===== src/rtl/line_edit_ctrl.sv =====
// ---------------------------------------------------------------------------
// line_edit_ctrl
//   Sequencing controller for the keyboard line-entry path. Takes PS/2 set-2
//   scan-code strobes, removes break (F0) and extended (E0) prefixes, decodes
//   Enter / BackSpace and drives the write port of an external line buffer.
//   A finished line is held behind a LINE_READY / LINE_ACK handshake.
//
//   Optional feature macro: EXT_CODE_FILTER_EN
//     defined   : a non-F0 byte after E0 is discarded (extended keys are mute)
//     undefined : E0 is only stripped; the next byte is handled like a plain
//                 byte (E0 5A completes the line, E0 75 writes 8'h75)
//
//   Ports
//     CLK, RESET           clock (rising edge), async active-high reset
//     SCAN_CODE/SCAN_VALID received byte and its one-cycle strobe
//     WR_EN/WR_ADDR/WR_DATA line buffer write strobe, address, make code
//     LINE_LEN             characters in the current line, 0..DEPTH
//     LINE_READY/LINE_ACK  line complete / consumer done
//     OVERFLOW             sticky: a character was lost in this line
//     DROP                 one-cycle pulse: a make code was discarded
// ---------------------------------------------------------------------------
module line_edit_ctrl #(
  parameter int DEPTH = 32,
  parameter int AW    = 5
) (
  input  logic          CLK,
  input  logic          RESET,
  input  logic [7:0]    SCAN_CODE,
  input  logic          SCAN_VALID,
  output logic          WR_EN,
  output logic [AW-1:0] WR_ADDR,
  output logic [7:0]    WR_DATA,
  output logic [AW:0]   LINE_LEN,
  output logic          LINE_READY,
  input  logic          LINE_ACK,
  output logic          OVERFLOW,
  output logic          DROP
);

  localparam logic [7:0] P_SCAN_ENTER     = 8'h5A;
  localparam logic [7:0] P_SCAN_BACKSPACE = 8'h66;
  localparam logic [7:0] SC_BREAK         = 8'hF0;
  localparam logic [7:0] SC_EXT           = 8'hE0;
  localparam logic [AW:0] FULL            = (AW+1)'(DEPTH);

`ifdef EXT_CODE_FILTER_EN
  localparam bit EXT_FILTER = 1'b1;
`else
  localparam bit EXT_FILTER = 1'b0;
`endif

  typedef enum logic [2:0] {ACCEPT, BREAK, EXT, LOCKED, LOCKED_BRK} state_t;
  state_t state;

  // LINE_LEN is the character count register itself; it never wraps.
  logic acc_proc;   // byte gets full ACCEPT treatment this cycle
  logic lk_brk_n;   // locked side: a break prefix is pending after this cycle
  logic lk_drop;    // locked side: make code thrown away

  always_comb begin
    acc_proc = SCAN_VALID &&
               ((state == ACCEPT) ||
                (state == EXT && SCAN_CODE != SC_BREAK && !EXT_FILTER));
    // In LOCKED_BRK any byte consumes the pending break; in LOCKED an F0 arms it.
    lk_brk_n = (state == LOCKED_BRK) ? !SCAN_VALID
                                     : (SCAN_VALID && SCAN_CODE == SC_BREAK);
    lk_drop  = (state == LOCKED) && SCAN_VALID &&
               SCAN_CODE != SC_BREAK && SCAN_CODE != SC_EXT;
  end

  always_ff @(posedge CLK or posedge RESET) begin
    if (RESET) begin
      state      <= ACCEPT;
      WR_EN      <= 1'b0;
      WR_ADDR    <= '0;
      WR_DATA    <= '0;
      LINE_LEN   <= '0;
      LINE_READY <= 1'b0;
      OVERFLOW   <= 1'b0;
      DROP       <= 1'b0;
    end else begin
      WR_EN <= 1'b0;
      DROP  <= 1'b0;
      if (acc_proc) begin
        state <= ACCEPT;
        case (SCAN_CODE)
          SC_BREAK: state <= BREAK;
          SC_EXT:   state <= EXT;
          P_SCAN_ENTER: begin
            state      <= LOCKED;
            LINE_READY <= 1'b1;
          end
          P_SCAN_BACKSPACE: begin
            if (LINE_LEN != '0) LINE_LEN <= LINE_LEN - (AW+1)'(1);
          end
          default: begin
            if (LINE_LEN < FULL) begin
              WR_EN    <= 1'b1;
              WR_ADDR  <= LINE_LEN[AW-1:0];
              WR_DATA  <= SCAN_CODE;
              LINE_LEN <= LINE_LEN + (AW+1)'(1);
            end else begin
              OVERFLOW <= 1'b1;
              DROP     <= 1'b1;
            end
          end
        endcase
      end else begin
        case (state)
          BREAK: if (SCAN_VALID) state <= ACCEPT;
          EXT: begin
            // Only F0 or a filtered byte reaches here.
            if (SCAN_VALID) state <= (SCAN_CODE == SC_BREAK) ? BREAK : ACCEPT;
          end
          LOCKED, LOCKED_BRK: begin
            // The byte is judged under locked rules first; an ACK then unlocks
            // while keeping any break prefix that is still pending.
            DROP <= lk_drop;
            if (LINE_ACK) begin
              LINE_LEN   <= '0;
              LINE_READY <= 1'b0;
              OVERFLOW   <= 1'b0;
              state      <= lk_brk_n ? BREAK : ACCEPT;
            end else begin
              state      <= lk_brk_n ? LOCKED_BRK : LOCKED;
            end
          end
          default: ;
        endcase
      end
    end
  end

endmodule


===== config.mk =====
export PLATFORM = sky130hd
export DESIGN_NAME = line_edit_ctrl
export DESIGN_NICKNAME = d
export VERILOG_FILES = /design/src/rtl/line_edit_ctrl.sv
export SDC_FILE = /design/constraint.sdc
export NUM_CORES = 1
export LEC_CHECK = 0
export ABC_AREA = 1
export BUFFER_PORTS_ARGS = -buffer_cell sky130_fd_sc_hd__buf_2
export CORE_ASPECT_RATIO = 1.4
export CORE_UTILIZATION = 54
export CTS_CLUSTER_SIZE = 40
export DETAILED_ROUTE_END_ITERATION = 16
export PLACE_DENSITY = 0.79
export SYNTH_ARGS = -nofsm -noshare
export SYNTH_HDL_FRONTEND = slang
export SYNTH_SLANG_ARGS = --single-unit

===== constraint.sdc =====
create_clock -name CLK -period 1.9 [get_ports CLK]
set_input_delay 0 -clock CLK [delete_from_list [all_inputs] [get_ports CLK]]
set_output_delay 0 -clock CLK [all_outputs]
set_load 0.005 [all_outputs]

* After elaboration in Yosys (flattened, before gate mapping)
Index checks and enable logic that the tools add are counted.
** Word-level totals
- ROM bits :: 0
- Bits in writable memories :: 0
- Bits in registers :: 26
- Input bits :: 12
- Logic and storage cells :: 81
- Output and inout bits :: 23
- Memories kept :: 0
- Bits in latches :: 0
** Cells by class
- Reduce and logical (&&, ||, !) cells :: 21
- Bitwise operators :: 1
- Shift-type cells :: 0
- Magnitude comparators :: 1
- Equal/unequal tests :: 18
- $add $sub $neg :: 2
- Div/mod/pow operators :: 0
- Multipliers :: 0
- Mux-type cells :: 30
** Operators by type and width (number)
- 6-bit 2-to-1 mux :: 5
- 1-bit 2-to-1 mux :: 17
- 8-bit by 7-bit == test with 1-bit output, second input constant :: 2
- 8-bit == test, second input constant :: 2
- 8-bit != test, second input constant :: 2
- 3-bit 2-to-1 mux :: 5
- 6-bit one-hot mux with 2 select lines :: 1
- 3-bit != test, second input constant :: 3
- 3-bit one-hot mux with 3 select lines :: 1
- 3-bit AND reduction :: 3
- 6-bit by 1-bit adder with 6-bit output, second input constant :: 1
- 3-bit by 2-bit == test with 1-bit output, second input constant :: 2
- 1-bit logical AND :: 6
- 6-bit less-than comparator, second input constant :: 1
- 2-bit != test, second input constant :: 3
- 2-bit one-hot mux with 3 select lines :: 1
- 6-bit nonzero test :: 1
- 6-bit by 1-bit subtractor with 6-bit output, second input constant :: 1
- 5-bit AND reduction :: 1
- 4-bit AND reduction :: 1
- 2-bit nonzero test :: 2
- 4-bit nonzero test :: 1
- 4-bit OR reduction :: 1
- 3-bit by 1-bit == test with 1-bit output, second input constant :: 1
- 9 further kinds :: 9

* Depth between registers and ports, before layout
Gate-level depths: netlist of run 1.
- Depth in word-level cells :: 7
- Depth in mapped cells :: 15
- Mapped depth without buffers :: 15

* Worst setup path before layout of run 1
Ideal clock, no wire load.
- Path type :: reg-to-reg
- Start point :: reg state[0]
- End point :: reg state[0]
- Slack :: 328 ps
- Arrival :: 1445 ps
- Required time :: 1773 ps
- Buffers on the path :: 0
- Stages on the path, launching flop included :: 13
- Setup time :: 127 ps
- Period minus slack after synthesis :: 1572 ps
- Cells stage by stage :: dfrtp_1 > nor2_1 > inv_1 > nor2_1 > inv_1 > nand3_1 > o21a_1 > inv_1 > ha_1 > nand2_1 > nand3_1 > nand2_1 > o21ai_0
** Between the ends
- Cells in the longest elaborated chain, start to end :: 6
- Elaborated cells on any way between the ends :: 19
- Those cells by class :: 6 x eq/ne; 6 x mux; 7 x reduce/logical
** RTL lines
- start, declared :: RTL line 53 : state_t state;
- start signal, assigned :: RTL line 113 : if (SCAN_VALID) state <= (SCAN_CODE == SC_BREAK) ? BREAK : ACCEPT;
- start signal, assigned :: RTL line 123 : state <= lk_brk_n ? BREAK : ACCEPT;
- start signal, assigned :: RTL line 125 : state <= lk_brk_n ? LOCKED_BRK : LOCKED;
- 3-bit == test or 3-bit by 2-bit == test with 1-bit output (tied branches) :: RTL line 65, 109, 63
- 1-bit 2-to-1 mux or 1-bit logical AND (tied branches) :: RTL line 65, 63
- 3-bit 2-to-1 mux, or another cell as far along :: RTL line 125
- 3-bit 2-to-1 mux or 1-bit logical AND (tied branches) :: RTL line 119, 61
- 3-bit one-hot mux with 3 select lines, or another cell as far along :: RTL line 109 : case (state)
- 3-bit 2-to-1 mux or 3-bit AND reduction (tied branches)
Parallel ways exist; a longest one is shown, timed or not.
A chain may end at the register's enable or synchronous reset.

* Worst setup path after layout of run 1
- Start point :: in SCAN_CODE[7]
- End point :: reg LINE_LEN[5]
** Between the ends
- Cells in the longest elaborated chain, start to end :: 6
- Elaborated cells on any way between the ends :: 17
- Those cells by class :: 8 x eq/ne; 2 x mux; 7 x reduce/logical
** RTL lines
- start, declared :: RTL line 28 : input logic [7:0] SCAN_CODE,
- 8-bit != test :: RTL line 63 : (state == EXT && SCAN_CODE != SC_BREAK && !EXT_FILTER));
- 1-bit logical AND :: RTL line 63
- 1-bit logical OR :: RTL line 62 : ((state == ACCEPT) ||
- 1-bit logical AND :: RTL line 61 : acc_proc = SCAN_VALID &&
- 3-bit by 1-bit != test with 1-bit output (no source line), or another cell as far along
- 5-bit AND reduction (no source line)
- end signal, assigned :: RTL line 94 : if (LINE_LEN != '0) LINE_LEN <= LINE_LEN - (AW+1)'(1);
- end signal, assigned :: RTL line 101 : LINE_LEN <= LINE_LEN + (AW+1)'(1);
- end, declared :: RTL line 33 : output logic [AW:0] LINE_LEN,
Parallel ways exist; a longest one is shown, timed or not.

==> results of run 1 <==
-- repair_timing --
action                                 4_1_cts  5_1_grt
hold buffers                                 4        0
endpoints found under the hold margin       29        0
setup endpoints to repair                    0        4
setup buffers                                0        0
resized for setup                            0       16
-- cell usage after synthesis (2+ instances only) --
| cell | number | area [µm²] |
|---|---|---|
| inv_1 | 26 | 97.6 |
| nand3_1 | 15 | 75.1 |
| ha_1 | 5 | 62.6 |
| nor2_2 | 2 | 12.5 |
| o21ai_2 | 8 | 70.1 |
| inv_2 | 7 | 26.3 |
| nor3_4 | 2 | 32.5 |
| o21a_1 | 2 | 15.0 |
| nand2_2 | 7 | 43.8 |
| nand2_1 | 61 | 229 |
| nand4_1 | 4 | 25.0 |
| dfrtp_1 | 26 | 651 |
| o21ai_1 | 9 | 45.0 |
| a21oi_1 | 5 | 25.0 |
| nor3_1 | 4 | 20.0 |
| nor2_1 | 16 | 60.1 |
| buf_6 | 2 | 22.5 |
-- power groups by stage --
stage                     Combinational [mW]  Sequential, mW  Clock, mW
after detailed placement               0.664           0.822          0
after global routing                   0.801           0.844      0.388
after floorplan                        0.413           0.825          0
after CTS                              0.673           0.811      0.369
after global placement                 0.651           0.816          0
final                                  0.698           0.820      0.359
-- metrics by stage --
stage | area, µm² | hold WS, ps | std cells
after detailed placement | 1820 | 74.2 | 281
after global placement | 1820 | 70.5 | 281
final | 1970 | 13.5 | 287
after floorplan | 1620 | 40.0 | 211
after global routing | 1970 | 27.1 | 287
after CTS | 1910 | 1.74 | 289
-- path summary, 6_finish.rpt --
path	end	slack, ps	cells past startpoint
min reg2reg	WR_DATA[5]	480	2
max reg2reg	state[0]	230	12
max	LINE_LEN[5]	180	10
max in group asynchronous	state[1]	1300	4
min in group asynchronous	WR_DATA[7]	330	4
min	WR_DATA[2]	10	3
-- cell families (layout without fill, tap and decap cells) --
logic type / count (synthesis) / after routing / share of synthesized area
adder cells (fa/ha/maj): 5 / 5 / 0.0387
buffers and inverters: 35 / 74 / 0.0906
AND/OR/NAND/NOR: 117 / 117 / 0.352
flip-flops: 26 / 26 / 0.403
AO/OA/AOI/OAI: 28 / 28 / 0.116
-- metal layers --
layer / GRT usage / wire [µm]
met1: 0.260 / 1420
met2: 0.398 / 1730
met3: 0.0407 / 121
met4: 0.101 / 74
met5: 0 / 0
-- registers in the layout, summed over array words and instances (netlist names) --
name,cells
LINE_READY,1
WR_EN,1
WR_ADDR,5
OVERFLOW,1
LINE_LEN,6
DROP,1
WR_DATA,8
state,3
-- final cells by class --
| class | instances | area (µm²) | share of cell area |
|---|---|---|---|
| tap | 37 | 46.3 | 0.0236 |
| timing repair buffer | 37 | 210 | 0.107 |
| multi-input combinational | 150 | 876 | 0.446 |
| clock buffer | 4 | 55.1 | 0.0280 |
| sequential | 26 | 654 | 0.333 |
| inverter | 33 | 124 | 0.0630 |
-- worst min-delay path, stage by stage --
cell and delay [ps]:
buf_2 120, inv_1 70, o21ai_1 70
==> flow_summary_export.csv, run 1 <==
group,metric,value,unit
clock_network,cts_max_level,1,
global_route,grt_pass1_vias,1305,
route,vias,1465,
floorplan,io_pins,35,
global_route,gr-total-overflow,0,
finish,post-route-util,0.690,
route,wl_per_cell,11.7,µm
clock_network,cts_tree,"yes",
placement,io_buffers,34,
critical_path,cp_slowest_stage_delay,600,ps
critical_path,critPathTopFamily,"simple AND/OR/NAND/NOR gates",
placement,place.detailed.hpwl,2.54,mm
sta,finalCritPeriodShare,0.907,
sta,fmax,580,MHz
power_and_ir_drop,powerDensity,955,nW/µm²
sta,fin_skew,7.31,ps
floorplan,std_cell_rows,23,
finish,layout_common_cells,"60 x nand2_1, 32 x buf_2, 26 x inv_1",
finish,layout-drive-gt1-share,0.316,
floorplan,die_area,3220,µm²
yosys,dominantRegCellSynth,"dfrtp_1",
critical_path,path_cells,"dlygate4sd3_1 -> nor2_2 -> nand2_2 -> nor3_4 -> ha_4 -> a21oi_2 -> a21boi_2 -> nand3_1 -> nand3_1 -> nand2_1",
route,drc,0,
critical_path,timing.critical_path.buf_inv,1,
floorplan,die_h,66.7,µm
route,ant_nets,0,
global_route,antenna_found_initial,0,
route,drt_pass1_iterations,4,
critical_path,critPathKind,"in2reg",
finish,mostFrequentLayoutCell,"nand2_1",
power_and_ir_drop,p_leak,1.07,nW
yosys,ys_seq_elements,26,
power_and_ir_drop,power_frac_seq,0.437,
sta,setup_tns,0,ps
critical_path,cpMostUsedCell,"nand3_1",
power_and_ir_drop,clockPowerShare,0.191,
critical_path,cp-start-kind,"input port",
critical_path,critPathArrivalTime,1890,ps
placement,pre_cts_ws,204,ps
sta,worst_pin_slew,330,ps
sta,rsz0062_at_grt,"no",
floorplan,design.core.area,2850,µm²
yosys,synth_enable_flop_cells,0,
finish,insertedDiodeCount,0,
yosys,syn_inst,211,
floorplan,die_x,48.2,µm
sta,setup_ws,177,ps
yosys,syn-num-nets,228,
min_path,hp-class,"in2reg",
global_route,grt_max_degree,27,
finish,syn_to_final_growth,21.7,%
clock_network,clk_pin_slew,90,ps
route,via_per_inst,5.10,
sta,fin_crit,1720,ps
yosys,synth.distinct_cells,27,
power_and_ir_drop,design_power_total,1.88,mW
critical_path,r2r-start,"state[0]",
power_and_ir_drop,ir_worst_vdd,0.758,mV
global_route,track_usage,0.231,
finish,fillCellCount,242,
power_and_ir_drop,switchingPower,0.684,mW
clock_network,numCtsBuffers,3,
sta,slew_viol_final,0,
yosys,avgSynthCellArea,7.66,µm²
critical_path,cp_max_fo,4,
global_route,grt_pass1_wl,5.27,mm
clock_network,ctsRootBufferMaster,"clkbuf_8",
min_path,holdCritStartpoint,"SCAN_CODE[2]",
clock_network,clock_path_buffers,2,
power_and_ir_drop,p_sw_frac,0.364,
yosys,synth_seq_area_share,0.403,
power_and_ir_drop,combPwrFrac,0.372,
sta,setup_viol,0,
clock_network,clock_latency,270,ps
route,drt_iter0_markers,54,
yosys,synthArstFlopShare,1.00,
run_status,outcome,"finished clean",
sta,slew_headroom,0.780,
critical_path,cpMaxStageDelayCell,"dlygate4sd3_1",
critical_path,crit_start,"SCAN_CODE[7]",
yosys,yosysWarnings,0,
clock_network,numClockSinks,26,
placement,gp_congestion,0.891,
floorplan,start_util,0.567,
route,routed_wl,3.35,mm
critical_path,required,2070,ps
sta,hold_viol,0,
job,cap_violations,0,
yosys,synth_area,1620,µm²
critical_path,endpoint_kind,"flop",
power_and_ir_drop,p_int,1.19,mW
finish,finalNetCount,268,
Note: power is estimated with default switching activity, not from simulation.
==> inputs of run 2 (changes only) <==
--- a/config.mk
+++ b/config.mk
@@ -8,10 +8,10 @@
 export ABC_AREA = 1
 export BUFFER_PORTS_ARGS = -buffer_cell sky130_fd_sc_hd__buf_2
 export CORE_ASPECT_RATIO = 1.4
-export CORE_UTILIZATION = 54
+export CORE_UTILIZATION = 45
 export CTS_CLUSTER_SIZE = 40
 export DETAILED_ROUTE_END_ITERATION = 16
-export PLACE_DENSITY = 0.79
+export PLACE_DENSITY = 0.68
 export SYNTH_ARGS = -nofsm -noshare
 export SYNTH_HDL_FRONTEND = slang
 export SYNTH_SLANG_ARGS = --single-unit
==> constraint.sdc (replaced) <==
create_clock -name CLK -period 1.6 [get_ports CLK]
set_input_delay 0 -clock CLK [delete_from_list [all_inputs] [get_ports CLK]]
set_output_delay 0 -clock CLK [all_outputs]
set_load 0.005 [all_outputs]
==> flow_summary_export.csv, run 2 (synthesis gave the netlist of run 1 again) <==
group,metric,value,unit
route,wl_per_cell,12.2,µm
finish,layout_common_cells,"58 x nand2_1, 34 x buf_2, 29 x buf_4",
finish,seqCellArea,651,µm²
critical_path,cp-start-kind,"flop",
critical_path,endpoint,"state[0]",
floorplan,die_h,72.9,µm
critical_path,ff2ff_setup_slack,60,ps
power_and_ir_drop,powerDensity,1140,nW/µm²
global_route,grt_pass1_vias,1455,
floorplan,design.core.area,3410,µm²
finish,largest_reg_flops,8,
placement,gp_congestion,0.849,
floorplan,std_cell_rows,25,
power_and_ir_drop,design_power_total,2.50,mW
sta,fin_skew,2.88,ps
global_route,gr-total-overflow,0,
clock_network,clock_path_buffers,2,
placement,place_inst,303,
global_route,antenna_found_initial,0,
global_route,track_usage,0.220,
critical_path,rr_endpoint,"state[0]",
clock_network,numClockSinks,26,
route,vias,1594,
finish,top_register,"WR_DATA",
placement,place.detailed.hpwl,2.86,mm
job,cap_violations,0,
sta,fmax,649,MHz
critical_path,ff2ff_path_depth,10,
finish,multi_input_area,878,µm²
finish,mostFrequentLayoutCell,"nand2_1",
finish,layout-drive-gt1-share,0.393,
clock_network,clk_pin_slew,90,ps
finish,post-route-util,0.644,
power_and_ir_drop,ir_worst_vdd,0.683,mV
sta,setup_viol,0,
min_path,hp-class,"in2reg",
route,drt_iter0_markers,44,
route,via_per_inst,4.98,
sta,slew_viol_final,0,
critical_path,r2r-start,"state[1]",
critical_path,critPathArrivalTime,1710,ps
sta,hold_viol,0,
route,drt_pass1_iterations,4,
global_route,grt_max_degree,27,
clock_network,cts_max_level,1,
sta,worst_pin_slew,539,ps
floorplan,die_area,3840,µm²
run_status,outcome,"finished clean",
critical_path,critPathKind,"reg2reg",
critical_path,required,1770,ps
floorplan,start_util,0.474,
route,drc,0,
critical_path,endpoint_kind,"flop",
power_and_ir_drop,p_leak,1.22,nW
finish,syn_to_final_growth,35.9,%
sta,setup_tns,0,ps
sta,fin_hold_ws,12.2,ps
floorplan,io_pins,35,
sta,finalCritPeriodShare,0.963,
finish,fillCellCount,318,
route,routed_wl,3.89,mm
placement,io_buffers,34,
sta,rsz0062_at_grt,"yes",
finish,reg.largest.list,"WR_DATA x8, LINE_LEN x6, WR_ADDR x5",
clock_network,numCtsBuffers,3,
critical_path,cp_max_fo,3,
route,ant_nets,0,
sta,fin_crit,1540,ps
critical_path,crit_start,"state[1]",
clock_network,clock_latency,270,ps
clock_network,cts_tree,"yes",
finish,finalNetCount,298,
floorplan,die_x,52.6,µm
sta,slew_headroom,0.639,
finish,stdcell_count,320,
finish,insertedDiodeCount,0,
global_route,grt_pass1_wl,6.30,mm
clock_network,ctsRootBufferMaster,"clkbuf_8",
==> run 2: worst max-delay path, cell delays in order, from the launching register on <==
cell and delay [ps]:
dfrtp_1 380, nor2_2 50, buf_4 120, buf_4 130
buf_4 120, buf_4 120, buf_4 120, nor3_2 160
a22oi_2 120, nand2_1 70, o21ai_1 50
==> run 2: per-layer routing <==
layer | global-route usage | up-vias | share of wire
li1 | - | 815 | -
met1 | 0.266 | 737 | 0.42
met2 | 0.383 | 32 | 0.53
met3 | 0.0208 | 10 | 0.025
met4 | 0.0994 | 0 | 0.022
met5 | 0 | - | 0
==> run 2: repair_timing <==
action	CTS	global route
setup endpoints to repair	1	22
gates resized for setup	1	16
pin swaps	5	11
cloned	0	1
buffers inserted	7	2
hold buffers	3	0
endpoints found under the hold margin	28	0
==> run 2: per-stage QoR <==
step	cell area [µm²]	setup WS [ps]
2_1_floorplan	1620	28.2
3_3_place_gp	1960	47.1
3_5_place_dp	1960	9.17
4_1_cts	2120	4.04
5_1_grt	2190	-84.8
6_report	2190	59.3
==> run 2: cell type report <==
class / instances / share of cell area
Sequential cell: 26 / 0.296
Tap cell: 40 / 0.0228
Clock buffer: 3 / 0.0188
Timing Repair Buffer: 66 / 0.190
Clock inverter: 1 / 0.0137
Inverter: 33 / 0.0576
Multi-Input combinational cell: 151 / 0.400
==> run 2: worst min path at each step <==
stage / slack (ps) / end / cells after the start / start
after global placement: 70 / WR_ADDR[4] / 3 / RESET
final: 10 / WR_DATA[2] / 3 / SCAN_CODE[2]
after global routing: 30 / WR_DATA[2] / 3 / SCAN_CODE[2]
after CTS: 10 / WR_DATA[2] / 3 / SCAN_CODE[2]
after floorplan: 40 / DROP / 1 / RESET
after detailed placement: 70 / WR_ADDR[0] / 3 / RESET
==> run 2: power breakdown <==
| part | internal [mW] | total, mW | switching (mW) |
|---|---|---|---|
| clock network | 0.335 | 0.549 | 0.214 |
| logic | 0.474 | 1.01 | 0.531 |
| registers | 0.833 | 0.946 | 0.112 |
| total | 1.64 | 2.50 | 0.858 |
==> inputs of run 3 (changes only) <==
--- a/config.mk
+++ b/config.mk
@@ -5,13 +5,15 @@
 export SDC_FILE = /design/constraint.sdc
 export NUM_CORES = 1
 export LEC_CHECK = 0
-export ABC_AREA = 1
+export ABC_AREA = 0
 export BUFFER_PORTS_ARGS = -buffer_cell sky130_fd_sc_hd__buf_2
 export CORE_ASPECT_RATIO = 1.4
 export CORE_UTILIZATION = 45
 export CTS_CLUSTER_SIZE = 40
 export DETAILED_ROUTE_END_ITERATION = 16
-export PLACE_DENSITY = 0.68
+export HOLD_SLACK_MARGIN = 0.15
+export MAX_ROUTING_LAYER = met4
+export PLACE_DENSITY = 0.69
 export SYNTH_ARGS = -nofsm -noshare
 export SYNTH_HDL_FRONTEND = slang
 export SYNTH_SLANG_ARGS = --single-unit
==> flow_summary_export.csv, run 3 <==
group,metric,value,unit
finish,syn_to_final_growth,56.6,%
min_path,holdCritStartpoint,"SCAN_CODE[4]",
critical_path,rr_endpoint,"LINE_LEN[5]",
route,via_per_inst,5.73,
yosys,yosysWarnings,0,
route,drt_iter0_markers,38,
sta,finalCritPeriodShare,1.15,
sta,fmax,542,MHz
sta,setup_ws,-245,ps
critical_path,endpoint_kind,"flop",
sta,slew_viol_final,0,
clock_network,clock_latency,280,ps
finish,top_register,"WR_DATA",
sta,fin_skew,2.43,ps
sta,rsz0062_at_grt,"yes",
yosys,netlist_top_cells_count,"26 x dfrtp_1, 9 x mux2_4, 9 x o21ai_0, 8 x inv_1, 8 x nand3_1",
clock_network,clock_path_buffers,2,
finish,layout-drive-gt1-share,0.559,
clock_network,clk_pin_slew,90,ps
global_route,track_usage,0.258,
power_and_ir_drop,p_leak,1.13,nW
route,routed_wl,4.58,mm
power_and_ir_drop,ir_worst_vdd,0.738,mV
yosys,synthArstFlopShare,1.00,
min_path,hold_path_depth,4,
placement,place.detailed.hpwl,2.76,mm
critical_path,r2r-start,"state[2]",
yosys,yosysMostFrequentCell,"dfrtp_1",
route,drc,0,
global_route,antenna_found_initial,0,
yosys,dominantRegCellSynth,"dfrtp_1",
finish,stdcell_count,261,
floorplan,start_util,0.477,
route,wl_per_cell,17.5,µm
power_and_ir_drop,design_power_total,2.71,mW
clock_network,ctsRootBufferMaster,"clkbuf_8",
critical_path,ff2ff_setup_slack,-250,ps
clock_network,cts_tree,"yes",
yosys,syn_inst,140,
placement,pre_cts_ws,-356,ps
yosys,synthTopCellsByArea,"dfrtp_1 43%, mux2_4 9.0%, ha_1 4.2%",
finish,insertedDiodeCount,0,
placement,place_inst,239,
yosys,synth_seq_area_share,0.433,
critical_path,cp-start-kind,"flop",
floorplan,die_h,70.4,µm
route,maxUsedRoutingLayer,"met4",
yosys,netlist.area_leader.share,0.433,
yosys,ys_seq_elements,26,
critical_path,cpMaxStageDelayCell,"or3b_4",
finish,mostFrequentLayoutCell,"buf_4",
run_status,outcome,"complete, but fails checks",
critical_path,cpMostUsedCell,"buf_4",
global_route,grt_pass1_vias,1490,
finish,finalNetCount,240,
sta,hold_viol,0,
clock_network,numCtsBuffers,3,
min_path,worstHoldEndpoint,"state[0]",
yosys,syn-num-nets,157,
finish,largest_reg_flops,8,
critical_path,required,1820,ps
run_status,failed_checks,"setup timing",
clock_network,numClockSinks,26,
sta,setup_viol,21,
sta,fin_hold_ws,190,ps
critical_path,path_cells,"or3b_4 -> a21oi_4 -> buf_4 -> o2111ai_4 -> buf_4 -> nor3b_2 -> a311o_1",
floorplan,die_x,50.9,µm
yosys,synth_area,1500,µm²
route,met3_length,181,µm
yosys,synth_enable_flop_cells,0,
placement,gp_congestion,0.865,
sta,fin_crit,1850,ps
min_path,hp-class,"in2reg",
finish,post-route-util,0.747,
route,wl_met1,1.75,mm
yosys,avgSynthCellArea,10.7,µm²
sta,worst_pin_slew,350,ps
finish,layout_common_cells,"35 x buf_4, 34 x buf_2, 26 x dfrtp_1",
critical_path,cp_slowest_stage_delay,410,ps
floorplan,die_area,3580,µm²
yosys,yosys.area.top_type,"dfrtp_1",
floorplan,design.core.area,3150,µm²
global_route,grt_max_degree,27,
sta,slew_headroom,0.763,
critical_path,critPathArrivalTime,2060,ps
floorplan,io_pins,35,
floorplan,std_cell_rows,24,
route,met2_length,2.47,mm
placement,io_buffers,34,
route,vias,1496,
clock_network,cts_max_level,1,
global_route,gr-total-overflow,0,
finish,reg.largest.list,"WR_DATA x8, LINE_LEN x6, WR_ADDR x5",
job,cap_violations,0,
route,drt_pass1_iterations,6,
global_route,grt_pass1_wl,6.80,mm
critical_path,critPathKind,"reg2reg",
yosys,synth.distinct_cells,46,
power_and_ir_drop,powerDensity,1150,nW/µm²
route,ant_nets,0,
critical_path,ff2ff_path_depth,7,
critical_path,cp_max_fo,6,
[run 3: cell types whose count changed in the layout (fill, tap and decap cells not counted), moves of 7 or more]
cell	change
nor2_1	-10
mux2_4	+13
o21ai_2	-8
nand2_2	-8
nand2_1	-52
nand3_1	-7
o21ai_1	-7
inv_1	-17
dlygate4sd3_1	+7
[run 3: final cells by class]
class / count / area [µm²]
clock buffer: 3 / 41.3
clock inverter: 1 / 30.0
fill: 227 / 798
inverter: 9 / 33.8
multi-input combinational: 99 / 952
sequential: 26 / 651
tap: 39 / 48.8
timing repair buffer: 84 / 598
[run 3: critical path, delay by kind of cell (launching register included)]
| family | cells | cell delay [ps] |
|---|---|---|
| compound gates | 3 | 440 |
| buf+inv | 2 | 340 |
| flops | 1 | 390 |
| simple gates | 2 | 610 |
[run 3: cell families after synthesis]
kind of cell	share of synthesized area
adder cells (fa/ha/maj)	0.0416
flip-flops	0.433
XOR/XNOR	0.0116
buffers and inverters	0.0566
AO/OA/AOI/OAI	0.143
AND/OR/NAND/NOR	0.188
multiplexers	0.126
[run 3: timing repair]
item                       4_1_cts  5_1_grt
hold endpoints to repair        34        5
cloned                           1        0
setup endpoints to repair       21       24
hold buffers                     9        1
setup buffers                    2        7
gates resized for setup         14       26
pin swaps                       10        8
[run 3: metal layers]
layer / track usage / vias to the layer above
li1: - / 682
met4: 0.127 / 0
met3: 0.0327 / 20
met1: 0.292 / 734
met2: 0.439 / 60
met5: - / -
[run 3: stage by stage]
stage                     setup TNS [ps]  area [µm²]
after floorplan                    -3610        1520
after detailed placement           -5360        1930
after global placement             -4820        1930
after CTS                          -3310        2180
after global routing               -4950        2350
final                              -3600        2350
[run 3: worst max-delay path by stage]
stage | from | endpoint | slack, ps | cells past startpoint
floorplan | state[0] | WR_ADDR[0] | -290 | 7
global placement | state[2] | WR_ADDR[1] | -290 | 5
detailed placement | SCAN_CODE[4] | LINE_LEN[5] | -360 | 10
CTS | state[0] | WR_DATA[5] | -210 | 5
global route | state[2] | LINE_LEN[5] | -340 | 7
finish | state[2] | LINE_LEN[5] | -250 | 7
[run 3: report_power, final]
group	switching, mW	internal, mW	leakage (nW)
clock	0.217	0.335	0.0357
sequential	0.149	0.838	0.325
combinational	0.506	0.667	0.772
total	0.873	1.84	1.13
